--- src/rtl/prvp_spi_rx_pkg.sv ---
// Shared types and helpers for the SPI master receive sequencer.
package prvp_spi_rx_pkg;

    typedef enum logic [1:0] {
        IDLE   = 2'd0,
        LOAD   = 2'd1,
        RUN    = 2'd2,
        FINISH = 2'd3
    } rx_seq_state_e;

    localparam int WORD_W     = 32;
    localparam int WORD_SHIFT = 5;

    // Number of 32-bit words needed to hold len bits (ceil(len/32)).
    function automatic logic [31:0] words_for_len(input logic [31:0] len);
        return (len + 32'(WORD_W - 1)) >> WORD_SHIFT;
    endfunction

endpackage

--- src/rtl/prvp_spi_master_rx_seq.sv ---
// Receive transaction sequencer: takes one read command, loads the RX
// datapath length, enables reception and forwards words downstream with a
// last marker. The word path is a zero-latency pass-through, so downstream
// backpressure stalls the datapath directly.
module prvp_spi_master_rx_seq
    import prvp_spi_rx_pkg::*;
#(
    parameter int LEN_W = 16
) (
    input  logic              clk,
    input  logic              rstn,
    input  logic              cmd_valid,
    output logic              cmd_ready,
    input  logic [LEN_W-1:0]  cmd_len,
    input  logic              cmd_quad,
    output logic              rx_en,
    output logic              rx_quad,
    output logic [LEN_W-1:0]  rx_len,
    output logic              rx_len_upd,
    input  logic              rx_done_i,
    input  logic [WORD_W-1:0] rx_data_i,
    input  logic              rx_valid_i,
    output logic              rx_ready_o,
    output logic [WORD_W-1:0] out_data,
    output logic              out_valid,
    input  logic              out_ready,
    output logic              out_last,
    output logic              busy,
    output logic              xfer_done,
    output logic              cmd_err
);

    // Word counters: 2048 words max at LEN_W=16 fits in LEN_W-4 bits.
    localparam int CW = LEN_W - 4;

    rx_seq_state_e    state_q, state_d;
    logic [LEN_W-1:0] len_q, len_d;
    logic             quad_q, quad_d;
    logic [CW-1:0]    words_q, words_d;
    logic [CW-1:0]    cnt_q, cnt_d;
    logic             seen_q, seen_d;
    logic             err_q, err_d;
    // Held low through reset so cmd_ready (and every output) is 0 while in reset.
    logic             rdy_q;

    logic run, hs, cmd_bad;

    assign run       = (state_q == RUN);
    assign out_valid = run && rx_valid_i;
    assign rx_ready_o = run && out_ready;
    assign out_data  = run ? rx_data_i : '0;
    assign out_last  = out_valid && (cnt_q == words_q - CW'(1));
    assign hs        = out_valid && out_ready;

    // Zero length, or a quad length that is not a whole number of nibbles.
    assign cmd_bad   = (cmd_len == '0) || (cmd_quad && (cmd_len[1:0] != 2'b00));

    assign cmd_ready  = rdy_q && (state_q == IDLE);
    assign rx_en      = run && !seen_q;
    assign rx_len     = len_q;
    assign rx_quad    = quad_q;
    assign rx_len_upd = (state_q == LOAD);
    assign busy       = (state_q != IDLE);
    assign xfer_done  = (state_q == FINISH);
    assign cmd_err    = err_q;

    // State and datapath registers.
    always_ff @(posedge clk or negedge rstn) begin
        if (!rstn) begin
            state_q <= IDLE;
            len_q   <= '0;
            quad_q  <= 1'b0;
            words_q <= '0;
            cnt_q   <= '0;
            seen_q  <= 1'b0;
            err_q   <= 1'b0;
            rdy_q   <= 1'b0;
        end else begin
            state_q <= state_d;
            len_q   <= len_d;
            quad_q  <= quad_d;
            words_q <= words_d;
            cnt_q   <= cnt_d;
            seen_q  <= seen_d;
            err_q   <= err_d;
            rdy_q   <= 1'b1;
        end
    end

    // Next-state: command intake, length load, word counting, completion.
    always_comb begin
        state_d = state_q;
        len_d   = len_q;
        quad_d  = quad_q;
        words_d = words_q;
        cnt_d   = cnt_q;
        seen_d  = seen_q;
        err_d   = 1'b0;
        case (state_q)
            IDLE: begin
                if (cmd_valid && rdy_q) begin
                    if (cmd_bad) begin
                        err_d = 1'b1;
                    end else begin
                        len_d   = cmd_len;
                        quad_d  = cmd_quad;
                        words_d = CW'(words_for_len(32'(cmd_len)));
                        cnt_d   = '0;
                        seen_d  = 1'b0;
                        state_d = LOAD;
                    end
                end
            end
            LOAD: state_d = RUN;
            RUN: begin
                if (rx_done_i) seen_d = 1'b1;
                if (hs) begin
                    cnt_d = cnt_q + CW'(1);
                    if (out_last) state_d = FINISH;
                end
            end
            FINISH: state_d = IDLE;
            default: state_d = IDLE;
        endcase
    end

endmodule

--- config.mk ---
export PLATFORM = sky130hd
export DESIGN_NAME = prvp_spi_master_rx_seq
export DESIGN_NICKNAME = d
export VERILOG_FILES = /design/src/rtl/prvp_spi_rx_pkg.sv /design/src/rtl/prvp_spi_master_rx_seq.sv
export SDC_FILE = /design/constraint.sdc
export NUM_CORES = 1
export LEC_CHECK = 0
export CAP_MARGIN = 40
export CORE_AREA = 3 3 90 92
export DETAILED_ROUTE_END_ITERATION = 6
export DIE_AREA = 0 0 93 95
export PLACE_DENSITY = 0.77
export SLEW_MARGIN = 15
export SYNTH_ARGS = -nofsm -noshare
export SYNTH_HDL_FRONTEND = slang
export SYNTH_SLANG_ARGS = --single-unit
--- constraint.sdc ---
create_clock -name clk -period 2 [get_ports clk]
set_input_delay 0.2 -clock clk [delete_from_list [all_inputs] [get_ports clk]]
set_output_delay 0.2 -clock clk [all_outputs]
set_load 0.02 [all_outputs]
# == After elaboration in Yosys (flattened, before gate mapping) ==
# Index checks and enable logic that the tools add are counted.
# word_totals
ff_bits,46
word_cells,57
out_inout_bits,58
input_bits,55
# classes
n_reduce_logical,19
n_addsub,3
mux,17
n_bitwise,1
n_eq_ne,9
# op_table
op,n
$mux W12,3
$mux W32,1
$pmux W12 S2,1
$add A16 B5 Y17 const B,1
$logic_not A16 Y1,1
$add A12 B1 Y12 const B,1
$eq A12 B12 Y1,1
$reduce_and A4 Y1,3
$sub A12 B1 Y12 const B,1
$logic_and A1 B1 Y1,8
$mux W2,4
$pmux W2 S4,1
$mux W1,6
$ne A2 B2 Y1 const B,3
$reduce_bool A2 Y1,3
$eq A2 B2 Y1 const B,2
$ne A2 B1 Y1 const B,2
$reduce_and A3 Y1,1
$eq A2 B1 Y1 const B,1
$logic_not A2 Y1,1
$pmux W1 S2,1
$logic_not A1 Y1,1
$logic_or A1 B1 Y1,1
$not A1 Y1,1

# == Logic depth before layout (Yosys ltp) ==
# Gate-level depths: netlist of the first run.
# depth
depth_word,6
depth_mapped,9
ltp_nobuf,8

# == Worst setup path before layout of the first run ==
# Ideal clock, no wire load.
# synth_path
path_type,flip-flop to output port
from,reg words_q[0]
to,out out_last
arrival_time_ns,1.905
setup_slack_ns,-0.105
stages_incl_launch_ff,7
t_required_ns,1.800
cell_sequence,dfrtp_1 > inv_1 > ha_1 > nor2b_1 > o311a_1 > nor4_1 > o2111a_1
# synth_via
elab_chain_len,3
# synth_rtl
item,line,source
start: declaration,prvp_spi_master_rx_seq.sv:39,"logic [CW-1:0] words_q, words_d;"
start signal: assignment,prvp_spi_master_rx_seq.sv:82,words_q <= words_d;
$sub A12 B1 Y12,prvp_spi_master_rx_seq.sv:52,assign out_last = out_valid && (cnt_q == words_q - CW'(1));
$eq A12 B12 Y1,prvp_spi_master_rx_seq.sv:52,
$logic_and A1 B1 Y1,prvp_spi_master_rx_seq.sv:52,
end: declaration,prvp_spi_master_rx_seq.sv:27,"output logic out_last,"
# Every way passes these cells.

# == Worst setup path after layout of the first run ==
# layout_path
from,reg words_q[3]
to,out out_last
# The elaborated chain is that of the path after synthesis.

==> metrics.cfg, run 1 <==
[timing]
layout_min_cycle_time_ns = 2.335
finalSetupViolations = 3
slew_headroom_pct = 62.71
clock_skew_ns = 0.008451
worst_slew_pin_slew_ns = 0.5594
fin_ws_ns = -0.3354
finalHoldViolations = 0
finalMaxSlewViolations = 0
rsz0062_at_grt = true
setup_tns_ns = -0.6731
fin_crit_sh_pct = 116.8
fmax_mhz = 428.2

[worst_setup_path]
r2r-start = words_q[3]$_DFFE_PN0P_
required_ns = 1.80
crit_type = flop to output pin
crit_path_max_incr_delay_ns = 0.42
rrSetupSlack_ns = -0.19
path_cells = nor4_4, xnor2_1, a31oi_1, nor4_2, o2111a_2, buf_6
r2r_end = state_q[0]$_DFFE_PN0P_
cp-end-kind = output pin
start_kind = flop
crit_fanout = 2
r2r_cells = 9
slowest_stage = dfrtp_1
cp.arrival_ns = 2.14

[yosys]
async_flop_share_pct = 100.0
yosys_warnings = 0
ys_types = 57
synth-edff-count = 0
ys_ff_latch = 46
synthTopCellsByArea = dfrtp_1 38%, nand2_1 9.1%, and2_1 7.9%, xnor2_1 6.4%, xor2_1 3.2%
netlist_area_mm2 = 0.003022
synth_ff_type = dfrtp_1
synth_fp_nets = 412
postSynthCellCount = 350
synth_top_cell_by_area = dfrtp_1
yosysTopAreaCellShare_pct = 38.10
yosysSeqAreaShare_pct = 38.10
avgSynthCellArea_um2 = 8.633

[clock_network]
h-tree-depth = 2
clk_pin_slew_worst_paths_ns = 0.09
worstSkewPairLatency_ns = 0.31
cts_sinks = 46
cts_tree = yes
cts_root_buf = clkbuf_8
clock_path_buffers = 2
cts_inserted_buffers = 5

[min_path]
min_path_cells = 3
worstHoldEndpoint = rx_len[4]$_DFFE_PN0P_
worstHoldStart = cmd_len[4]
min-delay-path-class = input port to flop

[global_route]
grt_pass1_wl_mm = 15.79
grt_pass1_vias = 3317
grt_max_degree = 46
antenna_found_initial = 0
track_usage_pct = 22.48
grt_overflow = 0

[pwr]
vdd_drop_max_mv = 0.6596
power_mw = 7.201
cellPowerDensity_mw_per_mm2 = 1388
p_leak_nw = 2.438

[drt]
firstDrtPassIters = 4
routedWlPerCell_um = 16.67
finalWirelength_mm = 10.70
drt-initial-drc-count = 191
route.detailed.drc = 0
vias = 3211
antenna_left = 0
via_per_inst = 5.002

[finish]
area_growth_pct = 71.68
insertedDiodeCount = 0
final_common_cell = buf_4
final_cell_mix = 84 x buf_4, 72 x nand2_1, 68 x clkdlybuf4s50_1, 45 x dfrtp_1
final_nets = 604
post_route_cells_drive_above_1_share_pct = 25.23

[placed_design]
hpwl_mm = 7.434
gp_congestion = 0.9117
io_buffer_count = 112

[floorplan]
rows = 31
core_mm2 = 0.007292
io_pins = 113
die_area_mm2 = 0.008835
dieHeight_um = 95
die_w_um = 93
initial_utilization_pct = 41.44

[status]
failed_checks = negative setup slack
status = complete, but fails checks

[job]
max-cap-violations = 0

power breakdown:
part / internal [mW] / total (mW) / switching (mW)
registers: 1.32 / 1.66 / 0.342
logic: 2.35 / 4.81 / 2.46
clock network: 0.375 / 0.726 / 0.351
stage by stage:
| stage | cell area (µm²) | hold WS, ns | std cells | utilization, % | worst slack, ns |
|---|---|---|---|---|---|
| detailed placement | 4796 | 0.2155 | 621 | 65.77 | -0.5074 |
| floorplan | 3032 | -0.09559 | 350 | - | -0.03935 |
| global placement | 4796 | 0.2097 | 621 | 65.77 | -0.4371 |
| CTS | 5081 | 0.2426 | 641 | 69.68 | -0.2904 |
| finish | 5187 | 0.1548 | 642 | 71.14 | -0.3354 |
| global route | 5187 | 0.1843 | 642 | 71.14 | -0.4367 |
synthesized netlist by cell type (all sizes together) (3+ instances only):
| library cell | n |
|---|---|
| and3 | 5 |
| xor2 | 11 |
| and2 | 38 |
| buf | 10 |
| nor2 | 19 |
| clkbuf | 8 |
| mux2i | 3 |
| o21ai | 17 |
| dfrtp | 46 |
| xnor2 | 22 |
| a2111oi | 3 |
| nand2 | 74 |
| o211ai | 3 |
| nand3 | 11 |
| inv | 13 |
| a211oi | 10 |
| a21oi | 4 |
| ha | 7 |
| nor4 | 6 |
| nor3 | 6 |
| mux2 | 3 |
| nor2b | 4 |
sequential cells by signal, indices dropped and copies added, names as in the netlist:
register / cells
words_q: 12
rx_len: 16
cnt_q: 12
state_q: 2
cmd_err: 1
rx_quad: 1
seen_q: 1
rdy_q: 1
repair_timing:
action | 4_1_cts | 5_1_grt
endpoints found under the hold margin | 23 | 0
endpoints found under the setup margin | 55 | 45
gates cloned | 2 | 0
hold buffers | 1 | 0
setup buffers | 9 | 1
resized for setup | 73 | 19
pin swaps | 11 | 10
how the worst max path moves through the flow:
stage / from / to / slack (ns) / cells after the start
final: words_q[3]$_DFFE_PN0P_ / out_last / -0.34 / 6
after global routing: words_q[3]$_DFFE_PN0P_ / out_last / -0.44 / 6
after CTS: words_q[6]$_DFFE_PN0P_ / out_last / -0.29 / 7
after detailed placement: words_q[0]$_DFFE_PN0P_ / out_last / -0.51 / 9
after global placement: words_q[0]$_DFFE_PN0P_ / out_last / -0.44 / 9
after floorplan: state_q[0]$_DFFE_PN0P_ / cnt_q[7]$_DFFE_PN0P_ / -0.04 / 8
layer usage:
layer	vias to the layer above	share of wire [%]	track usage [%]
met5	-	0	0
met4	0	1.3	5.739
met3	12	3.8	3.108
met2	93	55	41.87
met1	1531	40	27.20
li1	1575	-	-
area by class of cell:
class | count | area (µm²)
multi-input cells | 273 | 1909
clock buffers | 5 | 68.82
inverters | 13 | 48.80
flip-flops and latches | 46 | 1152
repair buffers | 203 | 1841
clock inverters | 3 | 43.79
fillers | 582 | 2105
well taps | 99 | 123.9
logic make-up after synthesis:
group / after synthesis / synth area share (%)
XOR/XNOR: 34 / 10.31
AO/OA/AOI/OAI: 53 / 12.84
other: 1 / 0.1241
adder cells (fa/ha/maj): 7 / 2.898
AND/OR/NAND/NOR: 172 / 28.78
buffers and inverters: 31 / 4.844
multiplexers: 6 / 2.112
flip-flops: 46 / 38.10
worst max-delay path: cells and delay by family (launching register included):
kind                   cells  cell delay, ns
XOR/XNOR                   1            0.18
buffers and inverters      1            0.11
AND/OR/NAND/NOR            2            0.71
flip-flops                 1            0.42
AO/OA/AOI/OAI              2            0.40
(Power assumes the default switching activity.)
==> inputs of run 2 (changes only) <==
--- a/config.mk
+++ b/config.mk
@@ -6,10 +6,12 @@
 export NUM_CORES = 1
 export LEC_CHECK = 0
 export CAP_MARGIN = 40
-export CORE_AREA = 3 3 90 92
+export CELL_PAD_IN_SITES_DETAIL_PLACEMENT = 0
+export CELL_PAD_IN_SITES_GLOBAL_PLACEMENT = 1
+export CORE_AREA = 3 3 107 109
 export DETAILED_ROUTE_END_ITERATION = 6
-export DIE_AREA = 0 0 93 95
-export PLACE_DENSITY = 0.77
+export DIE_AREA = 0 0 110 112
+export PLACE_DENSITY_LB_ADDON = 0.1
 export SLEW_MARGIN = 15
 export SYNTH_ARGS = -nofsm -noshare
 export SYNTH_HDL_FRONTEND = slang
==> run 2 against run 1 <==
Net effect:
- via count down 3.8%
- combinational power down 5.0%
- die area up 39%
- register-to-register slack worse by 0.02 ns
- critical path depth up 3
- largest cell class unchanged
- the run still ends with negative setup slack left
- clock power down 14%
- sequential share of layout area about the same
- clock-buffer cell count unchanged
- critical endpoint unchanged
==> metrics.cfg, run 2 (synthesis results as in run 1) <==
[global_route]
grt_pass1_vias = 3119  ; -6.0%
gr-usage-met2_pct = 26.66  ; -15 points
busiest_layer = met2
antenna_found_initial = 0  ; unchanged
grt.met3_usage_pct = 2.609  ; -0.50 points
grt_max_degree = 46  ; unchanged
grt_pass1_wl_mm = 15.47  ; -2.1%
met1_usage_pct = 20.80  ; -6.4 points
track_usage_pct = 15.73  ; -6.7 points
grt_overflow = 0  ; unchanged

[clock_network]
worstSkewPairLatency_ns = 0.31  ; about the same
clock_path_buffers = 2  ; unchanged
cts_root_buf = clkbuf_8
cts_sinks = 46  ; unchanged
clk_pin_slew_worst_paths_ns = 0.10  ; about the same
cts_inserted_buffers = 5  ; unchanged
cts_tree = yes
h-tree-depth = 2  ; unchanged

[pwr]
cellPowerDensity_mw_per_mm2 = 1318  ; -5.0%
power_mw = 6.840  ; -5.0%
p_leak_nw = 2.434  ; -0.16%
vdd_drop_max_mv = 0.4966  ; -25%

[timing]
rsz0062_at_grt = true
fmax_mhz = 429.1  ; +0.22%
finalHoldViolations = 0  ; unchanged
slew_headroom_pct = 62.33  ; -0.38 points
fin_crit_sh_pct = 116.5  ; -0.26 points
clock_skew_ns = 0.01888  ; +0.01043 ns
finalSetupViolations = 3  ; unchanged
worst_slew_pin_slew_ns = 0.5651  ; +0.005646 ns
layout_min_cycle_time_ns = 2.330  ; -0.005173 ns
finalMaxSlewViolations = 0  ; unchanged
fin_ws_ns = -0.3303  ; +0.005173 ns

[min_path]
min_path_cells = 3  ; unchanged
worstHoldStart = cmd_len[4]
worstHoldEndpoint = rx_len[4]$_DFFE_PN0P_
min-delay-path-class = input port to flop

[worst_setup_path]
crit_type = flop to output pin
cp.arrival_ns = 2.13  ; about the same
slowest_stage = dfrtp_1
crit_fanout = 5  ; +3
r2r_cells = 10  ; +1
cp-end-kind = output pin
start_kind = flop
crit_path_max_incr_delay_ns = 0.40  ; -0.02 ns
r2r_end = state_q[0]$_DFFE_PN0P_
rrSetupSlack_ns = -0.21  ; -0.02 ns
path_cells = inv_2, ha_4, buf_4, o21bai_1, a211o_1, mux2_4, nand2_1, o2111a_2, buf_6
r2r-start = words_q[3]$_DFFE_PN0P_
required_ns = 1.80  ; about the same

[finish]
regArea_mm2 = 0.001152  ; unchanged
largest_reg_flops = 16  ; unchanged
post_route_cells_drive_above_1_share_pct = 25.14  ; -0.092 points
insertedDiodeCount = 0  ; unchanged
final_nets = 602  ; -0.33%
area_growth_pct = 71.72  ; about the same
fin_area_mm2 = 0.005189  ; about the same
final_cell_mix = 78 x buf_4, 72 x nand2_1, 66 x clkdlybuf4s50_1, 45 x dfrtp_1
multiInputGateArea_mm2 = 0.001908  ; about the same
final_common_cell = buf_4
fill_cells = 1070  ; +84%

[job]
max-cap-violations = 0  ; unchanged

[placed_design]
io_buffer_count = 112  ; unchanged
gp_congestion = 0.8532  ; -6.4%
dpl_cell_area_mm2 = 0.004870  ; +1.5%
hpwl_mm = 7.498  ; +0.86%

[status]
failed_checks = negative setup slack
status = complete, but fails checks

[floorplan]
rows = 38  ; +23%
dieHeight_um = 112  ; +18%
io_pins = 113  ; unchanged
die_area_mm2 = 0.01232  ; +39%
die_w_um = 110  ; +18%
core_mm2 = 0.01070  ; +47%
initial_utilization_pct = 28.25  ; -13 points

[drt]
route.detailed.drc = 0  ; unchanged
firstDrtPassIters = 4  ; unchanged
finalWirelength_mm = 9.643  ; -9.9%
via_per_inst = 4.536  ; -9.3%
antenna_left = 0  ; unchanged
drt-initial-drc-count = 81  ; -58%
routedWlPerCell_um = 14.16  ; -15%
vias = 3089  ; -3.8%

run 2: cell type report:
type / instances / area share, %
clock inverter: 3 / 0.5305
multi-input combinational: 274 / 36.77
clock buffer: 5 / 1.326
timing repair buffer: 200 / 34.84
sequential: 46 / 22.21
tap: 140 / 3.376
inverter: 13 / 0.9404
run 2: worst max-delay path, delay by kind of cell (launching register included):
kind	cells	cell delay, ns
AOI/OAI and AO/OA	3	0.60
adders and majority gates	1	0.17
and+or+nand+nor	1	0.07
muxes	1	0.28
buffers and inverters	3	0.31
DFF	1	0.40
run 2: metrics by stage:
stage / util, % / cells / setup TNS, ns / setup slack [ns] / hold slack, ns
2_1_floorplan: - / 350 / -0.09233 / -0.03935 / -0.09559
3_3_place_gp: 45.52 / 665 / -19.63 / -0.5027 / 0.2386
3_5_place_dp: 45.52 / 665 / -20.83 / -0.5526 / 0.2391
4_1_cts: 47.60 / 680 / -0.8005 / -0.3334 / 0.2367
5_1_grt: 48.50 / 681 / -1.070 / -0.4007 / 0.1593
6_report: 48.50 / 681 / -0.7068 / -0.3303 / 0.1393
run 2: how the worst max path moves through the flow:
stage,from,endpoint,slack [ns],cells after the start
global placement,words_q[1]$_DFFE_PN0P_,out_last,-0.50,9
finish,words_q[1]$_DFFE_PN0P_,out_last,-0.33,9
CTS,words_q[6]$_DFFE_PN0P_,out_last,-0.33,7
global route,words_q[3]$_DFFE_PN0P_,out_last,-0.40,7
detailed placement,words_q[1]$_DFFE_PN0P_,out_last,-0.55,9
floorplan,state_q[0]$_DFFE_PN0P_,cnt_q[7]$_DFFE_PN0P_,-0.04,8
run 2: what timing repair did:
action	in CTS	in global routing
hold buffers	1	0
pin swaps	14	11
gates resized for setup	74	21
endpoints found under the hold margin	20	0
setup buffers	5	1
cloned	1	0
endpoints found under the setup margin	81	45
run 2: power by group:
part | leakage [nW] | switching (mW) | internal (mW) | total, mW
registers | 0.580 | 0.329 | 1.32 | 1.65
clock network | 0.0467 | 0.365 | 0.260 | 0.625
logic | 1.81 | 2.29 | 2.28 | 4.57
run 2: routing by layer:
metal | vias up | wire, µm
met1 | 1426 | 4202
met2 | 82 | 4823
met5 | - | 0
li1 | 1571 | -
met3 | 10 | 513
met4 | 0 | 104
==> inputs of run 3 (changes only) <==
--- a/config.mk
+++ b/config.mk
@@ -5,6 +5,7 @@
 export SDC_FILE = /design/constraint.sdc
 export NUM_CORES = 1
 export LEC_CHECK = 0
+export ABC_CLOCK_PERIOD_IN_PS = 2000
 export CAP_MARGIN = 40
 export CELL_PAD_IN_SITES_DETAIL_PLACEMENT = 0
 export CELL_PAD_IN_SITES_GLOBAL_PLACEMENT = 1
==> results of run 3 <==
No change in the layout: final DEF, timing and power equal those of run 2.
